==> src/rtl/mem_access_unit.sv <==
// Load/store unit between the MEM stage and the data memory port.
// Places store lanes, extracts and extends load lanes, runs the ack handshake.
module mem_access_unit #(
    parameter int TIMEOUT = 16
) (
    input  logic        clk,
    input  logic        rst,
    input  logic        start,
    input  logic [5:0]  opcode,
    input  logic [31:0] addr,
    input  logic [31:0] store_data,
    output logic        busy,
    output logic        done,
    output logic [31:0] load_data,
    output logic        misaligned,
    output logic        timeout,
    output logic        mem_req,
    output logic        mem_we,
    output logic [31:0] mem_addr,
    output logic [3:0]  mem_wmask,
    output logic [31:0] mem_wdata,
    input  logic        mem_ack,
    input  logic [31:0] mem_rdata
);

    typedef enum logic [1:0] {
        S_IDLE,
        S_REQ,
        S_DONE
    } state_t;

    localparam logic [7:0] LAST_CNT = 8'(TIMEOUT - 1);

    state_t      state_q;
    logic [7:0]  cnt_q;
    logic [5:0]  op_q;
    logic [1:0]  lane_q;
    logic        is_load_q;
    logic        done_q;
    logic [31:0] load_data_q;
    logic        misaligned_q;
    logic        timeout_q;
    logic        mem_req_q;
    logic        mem_we_q;
    logic [31:0] mem_addr_q;
    logic [3:0]  mem_wmask_q;
    logic [31:0] mem_wdata_q;

    logic        op_ok_d;
    logic        is_load_d;
    logic        misal_d;
    logic [3:0]  wmask_d;
    logic [31:0] wdata_d;
    logic [7:0]  rbyte_d;
    logic [15:0] rhalf_d;
    logic [31:0] rdata_d;

    // Decode the incoming access: legality, alignment and store lane placement.
    always_comb begin
        op_ok_d   = 1'b1;
        is_load_d = 1'b0;
        misal_d   = 1'b0;
        wmask_d   = 4'b0000;
        wdata_d   = 32'b0;
        case (opcode)
            6'h20, 6'h24: begin
                is_load_d = 1'b1;
            end
            6'h21, 6'h25: begin
                is_load_d = 1'b1;
                misal_d   = addr[0];
            end
            6'h23: begin
                is_load_d = 1'b1;
                misal_d   = |addr[1:0];
            end
            6'h28: begin
                wmask_d = 4'b0001 << addr[1:0];
                wdata_d = {4{store_data[7:0]}};
            end
            6'h29: begin
                misal_d = addr[0];
                wmask_d = addr[1] ? 4'b1100 : 4'b0011;
                wdata_d = {2{store_data[15:0]}};
            end
            6'h2b: begin
                misal_d = |addr[1:0];
                wmask_d = 4'b1111;
                wdata_d = store_data;
            end
            default: begin
                op_ok_d = 1'b0;
            end
        endcase
    end

    // Pick the addressed lane of the read word and extend it per load kind.
    always_comb begin
        rbyte_d = mem_rdata[7:0];
        case (lane_q)
            2'd1:    rbyte_d = mem_rdata[15:8];
            2'd2:    rbyte_d = mem_rdata[23:16];
            2'd3:    rbyte_d = mem_rdata[31:24];
            default: rbyte_d = mem_rdata[7:0];
        endcase
        rhalf_d = lane_q[1] ? mem_rdata[31:16] : mem_rdata[15:0];
        case (op_q)
            6'h20:   rdata_d = {{24{rbyte_d[7]}}, rbyte_d};
            6'h24:   rdata_d = {24'b0, rbyte_d};
            6'h21:   rdata_d = {{16{rhalf_d[15]}}, rhalf_d};
            6'h25:   rdata_d = {16'b0, rhalf_d};
            default: rdata_d = mem_rdata;
        endcase
    end

    // Access FSM with all outputs registered.
    always_ff @(posedge clk) begin
        if (rst) begin
            state_q      <= S_IDLE;
            cnt_q        <= 8'd0;
            op_q         <= 6'd0;
            lane_q       <= 2'd0;
            is_load_q    <= 1'b0;
            done_q       <= 1'b0;
            load_data_q  <= 32'b0;
            misaligned_q <= 1'b0;
            timeout_q    <= 1'b0;
            mem_req_q    <= 1'b0;
            mem_we_q     <= 1'b0;
            mem_addr_q   <= 32'b0;
            mem_wmask_q  <= 4'b0;
            mem_wdata_q  <= 32'b0;
        end else begin
            done_q <= 1'b0;
            case (state_q)
                S_IDLE: begin
                    cnt_q        <= 8'd0;
                    misaligned_q <= 1'b0;
                    timeout_q    <= 1'b0;
                    if (start && op_ok_d) begin
                        if (misal_d) begin
                            state_q      <= S_DONE;
                            done_q       <= 1'b1;
                            misaligned_q <= 1'b1;
                        end else begin
                            state_q     <= S_REQ;
                            mem_req_q   <= 1'b1;
                            mem_we_q    <= ~is_load_d;
                            mem_addr_q  <= {addr[31:2], 2'b00};
                            mem_wmask_q <= wmask_d;
                            mem_wdata_q <= wdata_d;
                            op_q        <= opcode;
                            lane_q      <= addr[1:0];
                            is_load_q   <= is_load_d;
                        end
                    end
                end
                S_REQ: begin
                    cnt_q <= cnt_q + 8'd1;
                    if (mem_ack || cnt_q == LAST_CNT) begin
                        state_q     <= S_DONE;
                        done_q      <= 1'b1;
                        mem_req_q   <= 1'b0;
                        mem_we_q    <= 1'b0;
                        mem_wmask_q <= 4'b0;
                        if (mem_ack) begin
                            if (is_load_q) begin
                                load_data_q <= rdata_d;
                            end
                        end else begin
                            timeout_q <= 1'b1;
                        end
                    end
                end
                S_DONE: begin
                    state_q      <= S_IDLE;
                    cnt_q        <= 8'd0;
                    misaligned_q <= 1'b0;
                    timeout_q    <= 1'b0;
                end
                default: begin
                    state_q <= S_IDLE;
                end
            endcase
        end
    end

    assign busy       = (state_q != S_IDLE);
    assign done       = done_q;
    assign load_data  = load_data_q;
    assign misaligned = misaligned_q;
    assign timeout    = timeout_q;
    assign mem_req    = mem_req_q;
    assign mem_we     = mem_we_q;
    assign mem_addr   = mem_addr_q;
    assign mem_wmask  = mem_wmask_q;
    assign mem_wdata  = mem_wdata_q;

endmodule

==> config.mk <==
export PLATFORM = sky130hd
export DESIGN_NAME = mem_access_unit
export DESIGN_NICKNAME = d
export VERILOG_FILES = /design/src/rtl/mem_access_unit.sv
export SDC_FILE = /design/constraint.sdc
export NUM_CORES = 1
export LEC_CHECK = 0
export ABC_CLOCK_PERIOD_IN_PS = 4800
export CORE_ASPECT_RATIO = 1.4
export CORE_MARGIN = 5
export CORE_UTILIZATION = 48
export CTS_CLUSTER_DIAMETER = 100
export DETAILED_ROUTE_END_ITERATION = 6
export PLACE_DENSITY_LB_ADDON = 0.1
export SYNTH_ARGS = -nofsm -noshare
export SYNTH_HDL_FRONTEND = slang
export SYNTH_SLANG_ARGS = --single-unit
export TNS_END_PERCENT = 5
==> constraint.sdc <==
create_clock -name clk -period 4.8 [get_ports clk]
set_input_delay 0.96 -clock clk [delete_from_list [all_inputs] [get_ports clk]]
set_output_delay 0.96 -clock clk [all_outputs]
set_load 0.02 [all_outputs]
==> results of run 1 <==
where the power goes:
group	total [uW]	internal (uW)	switching (uW)
registers	1030	1020	8.12
logic	258	132	126
clock network	1290	818	474
total	2580	1970	608
sequential cells by signal (all words and copies together), names as in the netlist, 2 cells and up:
name and cells:
cnt_q 8, lane_q 2, load_data 32, mem_addr 30, mem_wdata 32, mem_wmask 4, op_q 6, state_q 2
tightest hold or removal path: stages (launching register included):
cell and delay, ns:
dfxtp_1 0.30, nand2_1 0.05, a21oi_1 0.05
kinds of logic after synthesis:
group | share of synthesized area [%]
AO/OA/AOI/OAI | 22.0
XOR/XNOR | 1.10
adder cells (fa/ha/maj) | 0.224
buffers and inverters | 6.22
flip-flops | 43.7
multiplexers | 4.84
other | 0.0671
AND/OR/NAND/NOR | 21.8
layer usage:
metal	up-vias	global-route usage, %	part of all wire [%]
li1	2768	-	-
met1	2679	27.6	37
met2	284	42.2	50
met3	49	8.51	9.4
met4	0	12.3	4.0
met5	-	0	0
cell type report:
cell class / count / area (um^2)
fillers: 904 / 3150
well taps: 144 / 180
repair buffers: 216 / 2140
inverters: 19 / 71.3
multi-input cells: 497 / 2810
clock inverters: 14 / 174
flip-flops and latches: 122 / 2440
clock buffers: 18 / 429
synthesized netlist by cell type, drive strengths merged:
cell | number | share of area (%)
a21oi | 82 | 7.3
inv | 19 | 1.3
buf | 23 | 2.5
and3 | 4 | 0.45
a211oi | 31 | 5.1
o21a | 1 | 0.13
nor3 | 7 | 0.63
nand2 | 152 | 10
or4b | 1 | 0.25
nand4b | 1 | 0.16
and4b | 2 | 0.36
nor4 | 2 | 0.49
a211o | 4 | 0.63
mux2i | 9 | 1.6
a22oi | 17 | 2.4
nand2b | 4 | 0.45
clkbuf | 36 | 2.4
nor2 | 56 | 3.9
dfxtp | 122 | 44
o22ai | 15 | 1.7
a21o | 1 | 0.13
o21ai | 23 | 2.1
xor2 | 4 | 0.63
mux4 | 8 | 3.2
xnor2 | 3 | 0.47
nand3 | 36 | 3.3
o211ai | 3 | 0.40
and2 | 1 | 0.11
a32oi | 1 | 0.16
o211a | 1 | 0.18
nand4 | 1 | 0.11
a22o | 12 | 1.9
or2 | 2 | 0.22
nor3b | 2 | 0.27
ha | 1 | 0.22
conb | 1 | 0.067
nor2b | 8 | 0.90
per-stage QoR:
stage | total power (uW) | worst slack (ns) | utilization, %
after floorplan | 1170 | 2.51 | -
after global placement | 1300 | 1.23 | 67.1
after detailed placement | 1310 | 1.10 | 67.1
after CTS | 2590 | 1.53 | 72.4
after global routing | 2670 | 1.27 | 72.4
final | 2580 | 1.52 | 72.4
worst max path at each step:
stage / slack, ns / depth (start not counted) / end / startpoint
global placement: 1.23 / 7 / mem_addr[18] / opcode[1]
finish: 1.52 / 7 / mem_addr[28] / opcode[1]
floorplan: 2.51 / 9 / mem_addr[25] / opcode[1]
CTS: 1.53 / 7 / mem_addr[28] / opcode[1]
global route: 1.27 / 7 / mem_addr[14] / opcode[1]
detailed placement: 1.10 / 7 / mem_addr[16] / opcode[1]
==> run_results.csv, run 1 <==
group,metric,value,unit
power_and_ir_drop,power_density,313,mW/mm^2
setup_path,slowest_stage,"and3_2",
drt,postRouteWirelength,17500,um
timing,holdWs,0.452,ns
power_and_ir_drop,ir_drop,0.287,mV
setup_path,critPathBufInv,2,
timing,setup_viol,0,
clock_network,clock_latency,0.41,ns
timing,timing.final.crit_share,68.4,%
worst_hold_path,min_to,"mem_wdata[28]",
layout,layout-drive-gt1-share,7.45,%
layout,fin_area,0.00825,mm^2
floorplanning,row_count,46,
timing,hold_viol,0,
power_and_ir_drop,p_leak,0.00287,uW
grt,grt_max_degree,67,
timing,rsz0062_at_grt,"false",
clock_network,clk_pin_slew_worst_paths,0.06,ns
timing,skew,0.00975,ns
place,gp_congestion,0.838,
place,dp_hpwl,12400,um
clock_network,numCtsBuffers,17,
clock_network,clockBufferDepth,2,
setup_path,critPathMaxStageDelay,0.82,ns
clock_network,cts_max_level,4,
yosys,synth_seq_area_share,43.7,%
setup_path,critical_path_required,5.13,ns
clock_network,hold_buffers,0,
worst_hold_path,min_path_cells,2,
floorplanning,core-area,0.0114,mm^2
worst_hold_path,hp-start,"mem_wdata[28]",
clock_network,root_buffer,"clkbuf_16",
yosys,syn_inst,696,
drt,drc,0,
timing,maxSlewHeadroom,41.4,%
grt,track_usage,24.9,%
timing,fmax,305,MHz
clock_network,cts.sinks,122,
grt,grt_pass1_vias,5791,
setup_path,worstSetupEndpointType,"flip-flop",
floorplanning,die_y,138,um
flow_run,drv_cap,0,
place,dpl_cell_area,0.00764,mm^2
layout,final_common_cell,"clkdlybuf4s50_1",
timing,report.final.slew_viol_count,0,
grt,grt_overflow,0,
layout,layout_common_cells,"clkdlybuf4s50_1 (208), nand2_1 (152), dfxtp_1 (122)",
setup_path,rr_worst_depth,4,
setup_path,reg2reg_slack,2.59,ns
yosys,yosysWarnings,0,
drt,drt-pass1-iter-count,6,
drt,first_iter_violations,252,
clock_network,post_cts_resized,0,
run_status,status,"completed",
floorplanning,die_area,0.0139,mm^2
setup_path,critPathLaunchType,"input port",
clock_network,cts_tree,"built",
clock_network,cts_setup_buffers,0,
drt,drt-vias-per-instance,5.61,
setup_path,crit_arrival,3.61,ns
layout,nets,980,
yosys,ys_types,45,
grt,antenna_found_initial,0,
drt,wl_per_cell,17.0,um
layout,n_antenna_cell,0,
setup_path,critPathKind,"in -> reg",
setup_path,crit_fanout,51,
grt,grt_pass1_wl,27700,um
yosys,synth_area,0.00559,mm^2
layout,syn2layout_area_growth,47.6,%
drt,antenna_left,0,
place,port_buffers,209,
layout,final_cell_count_no_fill,1030,
place,dpl.cell_count,998,
setup_path,timing.rr.end,"load_data[2]",
floorplanning,boundaryPins,212,
floorplanning,die_w,101,um
floorplanning,initial_core_util,49.0,%
setup_path,timing.rr.start,"op_q[3]",
drt,vias,5780,
setup_path,crit_family,"buffers and inverters",
timing,setup_tns,0,ns
worst_hold_path,hold_class,"reg -> reg",
setup_path,crit_path_cell_trace,"clkdlybuf4s50_1 > o21ai_0 > a22oi_2 > and3_2 > buf_4 > nand2_1 > a21oi_1",
timing,period_minus_slack,3.28,ns
yosys,ys_seq_elements,122,
yosys,syn-mean-instance-area,8.03,um^2
timing,worst_slew_pin_slew,0.879,ns
Power figures use the tool's default switching activity.
==> inputs of run 2 (changes only) <==
ABC_CLOCK_PERIOD_IN_PS = 2700   (was 4800)
CORE_UTILIZATION = 40   (was 48)
clock period = 2.7 ns   (was 4.8 ns; I/O delays follow)
==> run 2 against run 1 <==
Compared with the run above: utilization down 11 points; global-route usage decreased by 3.0 points; clock skew decreased by 0.00083 ns; critical path depth decreased by 4; final cell count is 5.2% higher; combinational power up 83%; critical endpoint is now busy; largest cell class unchanged.
==> run_results.csv, run 2 (synthesis gave the netlist of run 1 again) <==
group,metric,value,unit
drt,antenna_left,0,
clock_network,post_cts_resized,0,
place,dp_hpwl,13300,um
grt,grt_pass1_wl,28400,um
setup_path,crit_path_cell_trace,"nor2_1 > inv_1 > clkdlybuf4s50_1",
timing,setup_slack,0.337,ns
setup_path,critPathKind,"reg -> out",
grt,grt_overflow,0,
floorplanning,die_y,150,um
timing,period_minus_slack,2.36,ns
layout,layout-drive-gt1-share,8.90,%
floorplanning,die_area,0.0165,mm^2
floorplanning,row_count,51,
clock_network,root_buffer,"clkbuf_16",
setup_path,slowest_stage,"clkdlybuf4s50_1",
drt,postRouteWirelength,18200,um
timing,worst_slew_pin_slew,0.690,ns
floorplanning,die_w,110,um
timing,setup_tns,0,ns
power_and_ir_drop,switching_share,23.1,%
clock_network,clock_latency,0.41,ns
layout,syn2layout_area_growth,51.7,%
clock_network,clockBufferDepth,2,
timing,holdWs,0.447,ns
layout,nets,993,
place,gp_congestion,0.864,
power_and_ir_drop,seqPwrFrac,38.4,%
timing,report.final.slew_viol_count,0,
worst_hold_path,hold_class,"reg -> reg",
flow_run,drv_cap,0,
grt,track_usage,21.9,%
power_and_ir_drop,ir_drop,0.352,mV
clock_network,cts_max_level,4,
place,dp_slack,0.103,ns
clock_network,numCtsBuffers,17,
drt,wl_per_cell,16.8,um
drt,drt-pass1-iter-count,5,
layout,final_common_cell,"clkdlybuf4s50_1",
drt,first_iter_violations,187,
setup_path,worstSetupEndpointType,"output port",
timing,setup_viol,0,
floorplanning,initial_core_util,40.4,%
timing,fmax,423,MHz
timing,timing.final.crit_share,87.5,%
power_and_ir_drop,power,4760,uW
timing,rsz0062_at_grt,"false",
setup_path,crit_arrival,1.82,ns
power_and_ir_drop,p_leak,0.00297,uW
clock_network,cts_tree,"built",
layout,layout_common_cells,"clkdlybuf4s50_1 (208), nand2_1 (152), dfxtp_1 (122)",
clock_network,clk_pin_slew_worst_paths,0.06,ns
power_and_ir_drop,power_density,562,mW/mm^2
drt,drc,0,
grt,antenna_found_initial,0,
floorplanning,boundaryPins,212,
clock_network,cts_setup_buffers,0,
grt,grt_max_degree,62,
drt,vias,5744,
setup_path,critPathMaxStageDelay,0.61,ns
timing,skew,0.00892,ns
run_status,status,"completed",
power_and_ir_drop,p_sw,1100,uW
floorplanning,core-area,0.0138,mm^2
power_and_ir_drop,power.internal,3660,uW
drt,drt-vias-per-instance,5.30,
layout,n_antenna_cell,0,
timing,hold_viol,0,
clock_network,cts.sinks,122,
setup_path,critPathLaunchType,"flip-flop",
place,port_buffers,209,
layout,final_util,61.2,%
clock_network,hold_buffers,0,
power_and_ir_drop,combPwrFrac,9.9,%
grt,grt_pass1_vias,5778,
power_and_ir_drop,power.clock.fraction,51.7,%
setup_path,crit_fanout,10,
setup_path,critical_path_required,2.16,ns
timing,maxSlewHeadroom,54.0,%
setup_path,reg2reg_slack,0.54,ns
==> run 2: critical path: cells and delay by family (launching register included) <==
kind          cells  cell delay [ns]
buf+inv           2             0.70
flops             1             0.54
simple gates      1             0.18
==> run 2: per-layer routing <==
layer	vias to the layer above	GRT usage, %	part of all wire (%)
met5	-	0	0
met1	2693	23.6	37
met4	0	10.5	3.6
met2	224	37.9	51
li1	2783	-	-
met3	44	7.55	8.3
==> run 2: power by group through the flow <==
| stage | registers (uW) | logic [uW] | clock network, uW |
|---|---|---|---|
| 2_1_floorplan | 1880 | 200 | 0 |
| 3_3_place_gp | 1870 | 464 | 0 |
| 3_5_place_dp | 1870 | 469 | 0 |
| 4_1_cts | 1830 | 472 | 2490 |
| 5_1_grt | 1830 | 508 | 2590 |
| 6_report | 1830 | 473 | 2460 |
==> run 2: cell type report <==
| type | count | area (um^2) |
|---|---|---|
| timing repair buffer | 229 | 2280 |
| multi-input combinational | 497 | 2810 |
| clock buffer | 19 | 453 |
| sequential | 122 | 2440 |
| fill | 1245 | 5370 |
| inverter | 19 | 71.3 |
| tap | 185 | 231 |
| clock inverter | 13 | 191 |
==> run 2: metrics by stage <==
step                cell area [um^2]  std cells
global placement                7830       1052
floorplan                       5590        697
CTS                             8470       1084
global route                    8470       1084
detailed placement              7830       1052
finish                          8470       1084
==> run 2: worst paths after layout <==
kind,depth (start not counted),startpoint,endpoint
max,3,state_q[1],busy
min,2,mem_wdata[8],mem_wdata[8]
max reg2reg,4,op_q[3],load_data[6]
min reg2reg,2,mem_wdata[8],mem_wdata[8]
